### config.mk
export PLATFORM = sky130hd
export DESIGN_NAME = half_pow2_arbiter
export DESIGN_NICKNAME = d
export VERILOG_FILES = /design/src/rtl/half_pow2_arbiter.sv
export SDC_FILE = /design/constraint.sdc
export NUM_CORES = 1
export LEC_CHECK = 0
export CAP_MARGIN = 15
export CORE_ASPECT_RATIO = 1.5
export CORE_UTILIZATION = 59
export CTS_CLUSTER_DIAMETER = 120
export DETAILED_ROUTE_END_ITERATION = 7
export DONT_BUFFER_PORTS = 1
export PLACE_DENSITY = 0.77
export SYNTH_ARGS = -nofsm -noshare
export SYNTH_HDL_FRONTEND = slang
export SYNTH_SLANG_ARGS = --single-unit
### constraint.sdc
create_clock -name clk -period 5.95 [get_ports clk]
set_input_delay 1.4875 -clock clk [delete_from_list [all_inputs] [get_ports clk]]
set_output_delay 1.4875 -clock clk [all_outputs]
set_load 0.005 [all_outputs]
### src/rtl/half_pow2_arbiter.sv
// half_pow2_arbiter: round-robin front end sharing one half-precision
// 2^int(a) unit between NREQ requesters, with tag-steered responses.
module half_pow2_arbiter #(
    parameter int NREQ = 4,
    parameter int LAT  = 1,
    localparam int TW  = $clog2(NREQ)
) (
    input  logic                 clk,
    input  logic                 rstn,
    input  logic [NREQ-1:0]      req_valid,
    output logic [NREQ-1:0]      req_ready,
    input  logic [16*NREQ-1:0]   req_a,
    output logic [NREQ-1:0]      rsp_valid,
    input  logic [NREQ-1:0]      rsp_ready,
    output logic [16*NREQ-1:0]   rsp_c,
    output logic                 unit_in_valid,
    output logic [15:0]          unit_a,
    input  logic                 unit_out_valid,
    input  logic [15:0]          unit_c,
    output logic                 err
);

    logic [NREQ-1:0] busy;
    logic [NREQ-1:0] elig;
    logic [NREQ-1:0] grant;
    logic [TW-1:0]   rr_ptr;
    logic [TW-1:0]   gidx;
    logic [TW-1:0]   idx_c;
    int              sum_c;

    logic            stg_v [LAT];
    logic [TW-1:0]   stg_t [LAT];
    logic            tail_v;
    logic [TW-1:0]   tail_t;
    logic            cap;

    assign elig          = req_valid & ~busy;
    assign req_ready     = grant;
    assign unit_in_valid = |grant;
    assign tail_v        = stg_v[LAT-1];
    assign tail_t        = stg_t[LAT-1];
    assign cap           = tail_v & unit_out_valid;

    // Round-robin pick: the eligible requester nearest above rr_ptr wins.
    always_comb begin
        grant = '0;
        gidx  = '0;
        sum_c = 0;
        idx_c = '0;
        for (int k = NREQ - 1; k >= 0; k--) begin
            sum_c = int'(rr_ptr) + k;
            if (sum_c >= NREQ)
                sum_c = sum_c - NREQ;
            idx_c = TW'(sum_c);
            if (elig[idx_c]) begin
                grant        = '0;
                grant[idx_c] = 1'b1;
                gidx         = idx_c;
            end
        end
    end

    // Operand mux toward the shared unit; zero when nothing issues.
    always_comb begin
        unit_a = '0;
        for (int i = 0; i < NREQ; i++)
            if (grant[i])
                unit_a = req_a[16*i +: 16];
    end

    // Pointer moves just past the last winner so it goes to the back.
    always_ff @(posedge clk) begin
        if (!rstn)
            rr_ptr <= '0;
        else if (|grant)
            rr_ptr <= (gidx == TW'(NREQ - 1)) ? '0 : gidx + TW'(1);
    end

    // Tag shadow of the unit pipeline; the tail lines up with unit_out_valid.
    always_ff @(posedge clk) begin
        if (!rstn) begin
            for (int k = 0; k < LAT; k++) begin
                stg_v[k] <= 1'b0;
                stg_t[k] <= '0;
            end
        end else begin
            stg_v[0] <= |grant;
            stg_t[0] <= gidx;
            for (int k = 1; k < LAT; k++) begin
                stg_v[k] <= stg_v[k-1];
                stg_t[k] <= stg_t[k-1];
            end
        end
    end

    // Busy tracks one outstanding op per requester until its result is taken.
    always_ff @(posedge clk) begin
        if (!rstn) begin
            busy <= '0;
        end else begin
            for (int i = 0; i < NREQ; i++) begin
                if (grant[i])
                    busy[i] <= 1'b1;
                else if (rsp_valid[i] && rsp_ready[i])
                    busy[i] <= 1'b0;
            end
        end
    end

    // Steer unit results into the tagged response slot; hold until accepted.
    always_ff @(posedge clk) begin
        if (!rstn) begin
            rsp_valid <= '0;
            rsp_c     <= '0;
        end else begin
            for (int i = 0; i < NREQ; i++) begin
                if (cap && tail_t == TW'(i)) begin
                    rsp_valid[i]      <= 1'b1;
                    rsp_c[16*i +: 16] <= unit_c;
                end else if (rsp_valid[i] && rsp_ready[i]) begin
                    rsp_valid[i] <= 1'b0;
                end
            end
        end
    end

    // Sticky flag for a unit result that disagrees with the tag shadow.
    always_ff @(posedge clk) begin
        if (!rstn)
            err <= 1'b0;
        else if (tail_v != unit_out_valid)
            err <= 1'b1;
    end

endmodule
==> impl_metrics.csv <==
group,metric,value,unit
floorplan,die_area,7040,µm²
yosys,synth_area_leader_cell,"dfxtp_1",
yosys,synth_ff_type,"dfxtp_1",
yosys,netlist_area,3960,µm²
setup_path,endpoint_kind,"output pin",
global_routing,grt_use_total,0.273,
layout,postLayoutCoreUtil,0.640,
cts,clockBufferDepth,2,
layout,layout.nets,558,
yosys,postSynthNetCount,579,
layout,areaGrowthSynthToFinish,5.00,%
global_routing,grt-ovfl-total,0,
yosys,yosysSeqAreaShare,0.395,
cts,ctsHoldBuffers,0,
layout,antenna_cells,0,
yosys,avgSynthCellArea,8.24,µm²
yosys,async_flop_share,0,
min_path,hold_class,"flip-flop to flip-flop",
sta,finClkSkew,0.00728,ns
sta,final_hold_viol_count,0,
routing,drt_iter0_markers,207,
global_routing,grt_pass1_wl,14000,µm
outcome,status,"finished, final reports clean",
cts,clockRootBuffer,"clkbuf_8",
floorplan,die_height,102,µm
placed_design,hpwlAfterDp,7370,µm
floorplan,start_util,0.610,
sta,finalSetupTns,0,ns
sta,fmax,192,MHz
floorplan,ioPinCount,181,
yosys,ys_warn_count,0,
sta,slew_headroom,0.270,
power,power_density,533,nW/µm²
layout,layout.cells.non_filler,540,
routing,ant_nets,0,
floorplan,rows,36,
sta,layout_min_cycle_time,5.22,ns
cts,cts_tree,"done",
yosys,synth_area_leaders,"dfxtp_1, nand2_1, a21boi_0, a221oi_2, o31ai_1",
job,maxCapViolCount,0,
global_routing,grt_pass1_vias,2915,
cts,cts_resized,0,
setup_path,cp_max_fo,17,
sta,worstMarginPinSlew,1.09,ns
yosys,synth_cell_types,50,
routing,drt_first_pass_iters,4,
yosys,synthCells,480,
setup_path,worstSetupPathType,"flip-flop to output pin",
sta,setup_viol,0,
routing,viasPerCell,6.14,
sta,drv_slew,0,
setup_path,cp-start-kind,"flip-flop",
routing,vias,3316,
yosys,synth_edf_count,0,
setup_path,cp_data_arrival_time,3.73,ns
power,ir_worst_vdd,0.286,mV
routing,wirelength,10100,µm
placed_design,portBuffers,0,
global_routing,antenna_found_initial,0,
setup_path,critPathRequiredTime,4.46,ns
floorplan,coreArea,6490,µm²
routing,drc_errors,0,
sta,rsz0062_at_grt,"no",
cts,path_clk_slew,0.08,ns
placed_design,place_inst,524,
cts,postCtsSetupRepairBufs,0,
cts,htreeDepth,3,
layout,layout-drive-gt1-share,0.0905,
routing,avgRoutedWirePerCell,18.6,µm
sta,finalCritPeriodShare,0.877,
global_routing,grt_max_degree,81,
yosys,synth_seq_cells,78,
power,p_leak,1.39,nW
cts,insertion_delay,0.35,ns
cts,cts.sinks,78,
yosys,synth_top_area_share,0.395,
cts,cts_made_buffers,9,
placed_design,gp_congestion,0.834,
floorplan,die_w,68.9,µm
-- layer usage --
metal / vias to the layer above / part of all wire / global-route usage
met1: 1518 / 0.38 / 0.317
li1: 1607 / - / -
met5: - / 0 / 0
met3: 38 / 0.092 / 0.0781
met2: 153 / 0.48 / 0.429
met4: 0 / 0.041 / 0.179
-- per-stage QoR --
step                setup WS (ns)  power (mW)  instance area (µm²)  hold slack (ns)
finish                      0.732        2.21                 4150            0.485
floorplan                   0.992        1.60                 3960            0.460
global route                0.465        2.38                 4150            0.506
CTS                         0.758        2.21                 4150            0.488
global placement            0.926        1.71                 3920            0.471
detailed placement          0.868        1.75                 3920            0.477
-- cells in the mapped netlist, types with 2 or more instances --
| master | instances |
|---|---|
| a221oi_2 | 10 |
| a41oi_1 | 4 |
| dfxtp_1 | 78 |
| clkbuf_1 | 27 |
| a21boi_0 | 69 |
| nand2_1 | 158 |
| nand3b_1 | 4 |
| nand3_1 | 3 |
| a221oi_1 | 6 |
| buf_6 | 5 |
| nor2_1 | 21 |
| o21ai_1 | 2 |
| a21oi_1 | 6 |
| a22o_1 | 2 |
| inv_1 | 3 |
| and2_1 | 2 |
| o31ai_1 | 16 |
| o211ai_1 | 2 |
| nor2b_1 | 9 |
| buf_2 | 3 |
| o21ai_0 | 3 |
| or4bb_1 | 2 |
| ha_1 | 8 |
| nand2b_1 | 8 |
| mux4_2 | 4 |
-- layout make-up --
class	instances	area, µm²
Clock buffer	12	155
Clock inverter	4	77.6
Fill cell	548	2330
Inverter	5	21.3
Multi-Input combinational cell	361	2210
Sequential cell	78	1560
Tap cell	76	95.1
Timing Repair Buffer	4	30.0
-- kinds of logic (layout without fill, tap and decap cells) --
kind of cell	Yosys count	count (layout)	share of synthesized area
flops	78	78	0.395
compound gates	127	127	0.258
fa+ha+maj	8	8	0.0253
simple gates	220	220	0.244
mux	5	5	0.0253
buf+inv	41	25	0.0509
xor+xnor	1	1	0.00221
-- worst paths after layout --
kind         startpoint         to  slack [ns]  cells after the start
max           rr_ptr[0]  unit_a[8]        0.73                      9
min           rsp_c[55]  rsp_c[55]        0.49                      2
max reg2reg   rr_ptr[0]  rr_ptr[1]        2.34                     10
min reg2reg   rsp_c[55]  rsp_c[55]        0.49                      2
-- layout by cell type (no fill, tap or decap), types with 3 or more instances in the layout --
cell,count
a21boi_0,69
a21oi_1,6
a221oi_1,6
a221oi_2,10
buf_4,4
clkbuf_8,11
dfxtp_1,78
ha_1,8
inv_1,3
mux4_2,4
nand2_1,158
nand2b_1,8
nand3_1,3
nand3b_1,4
nor2_1,21
nor2b_1,9
o21ai_0,3
o31ai_1,16
-- worst max-delay path, cell delays in order (launching register included) --
cell and delay [ns]:
dfxtp_1 0.68, inv_2 0.23, ha_1 0.52, mux4_2 0.61
a311oi_1 0.29, o22ai_1 0.22, nor2b_1 0.18, buf_4 0.21
a221oi_1 0.28, o31ai_1 0.16
-- power breakdown --
group / switching, mW / internal, mW / leakage [nW]
registers: 0.0744 / 0.585 / 0.633
logic: 0.670 / 0.424 / 0.640
clock network: 0.196 / 0.262 / 0.117
total: 0.941 / 1.27 / 1.39
-- state kept, by name (all words and copies together) (netlist names) --
signal,cells
err,1
busy,4
stg_v,1
rsp_c,64
rr_ptr,2
rsp_valid,4
stg_t,2
(Power assumes the default switching activity.)
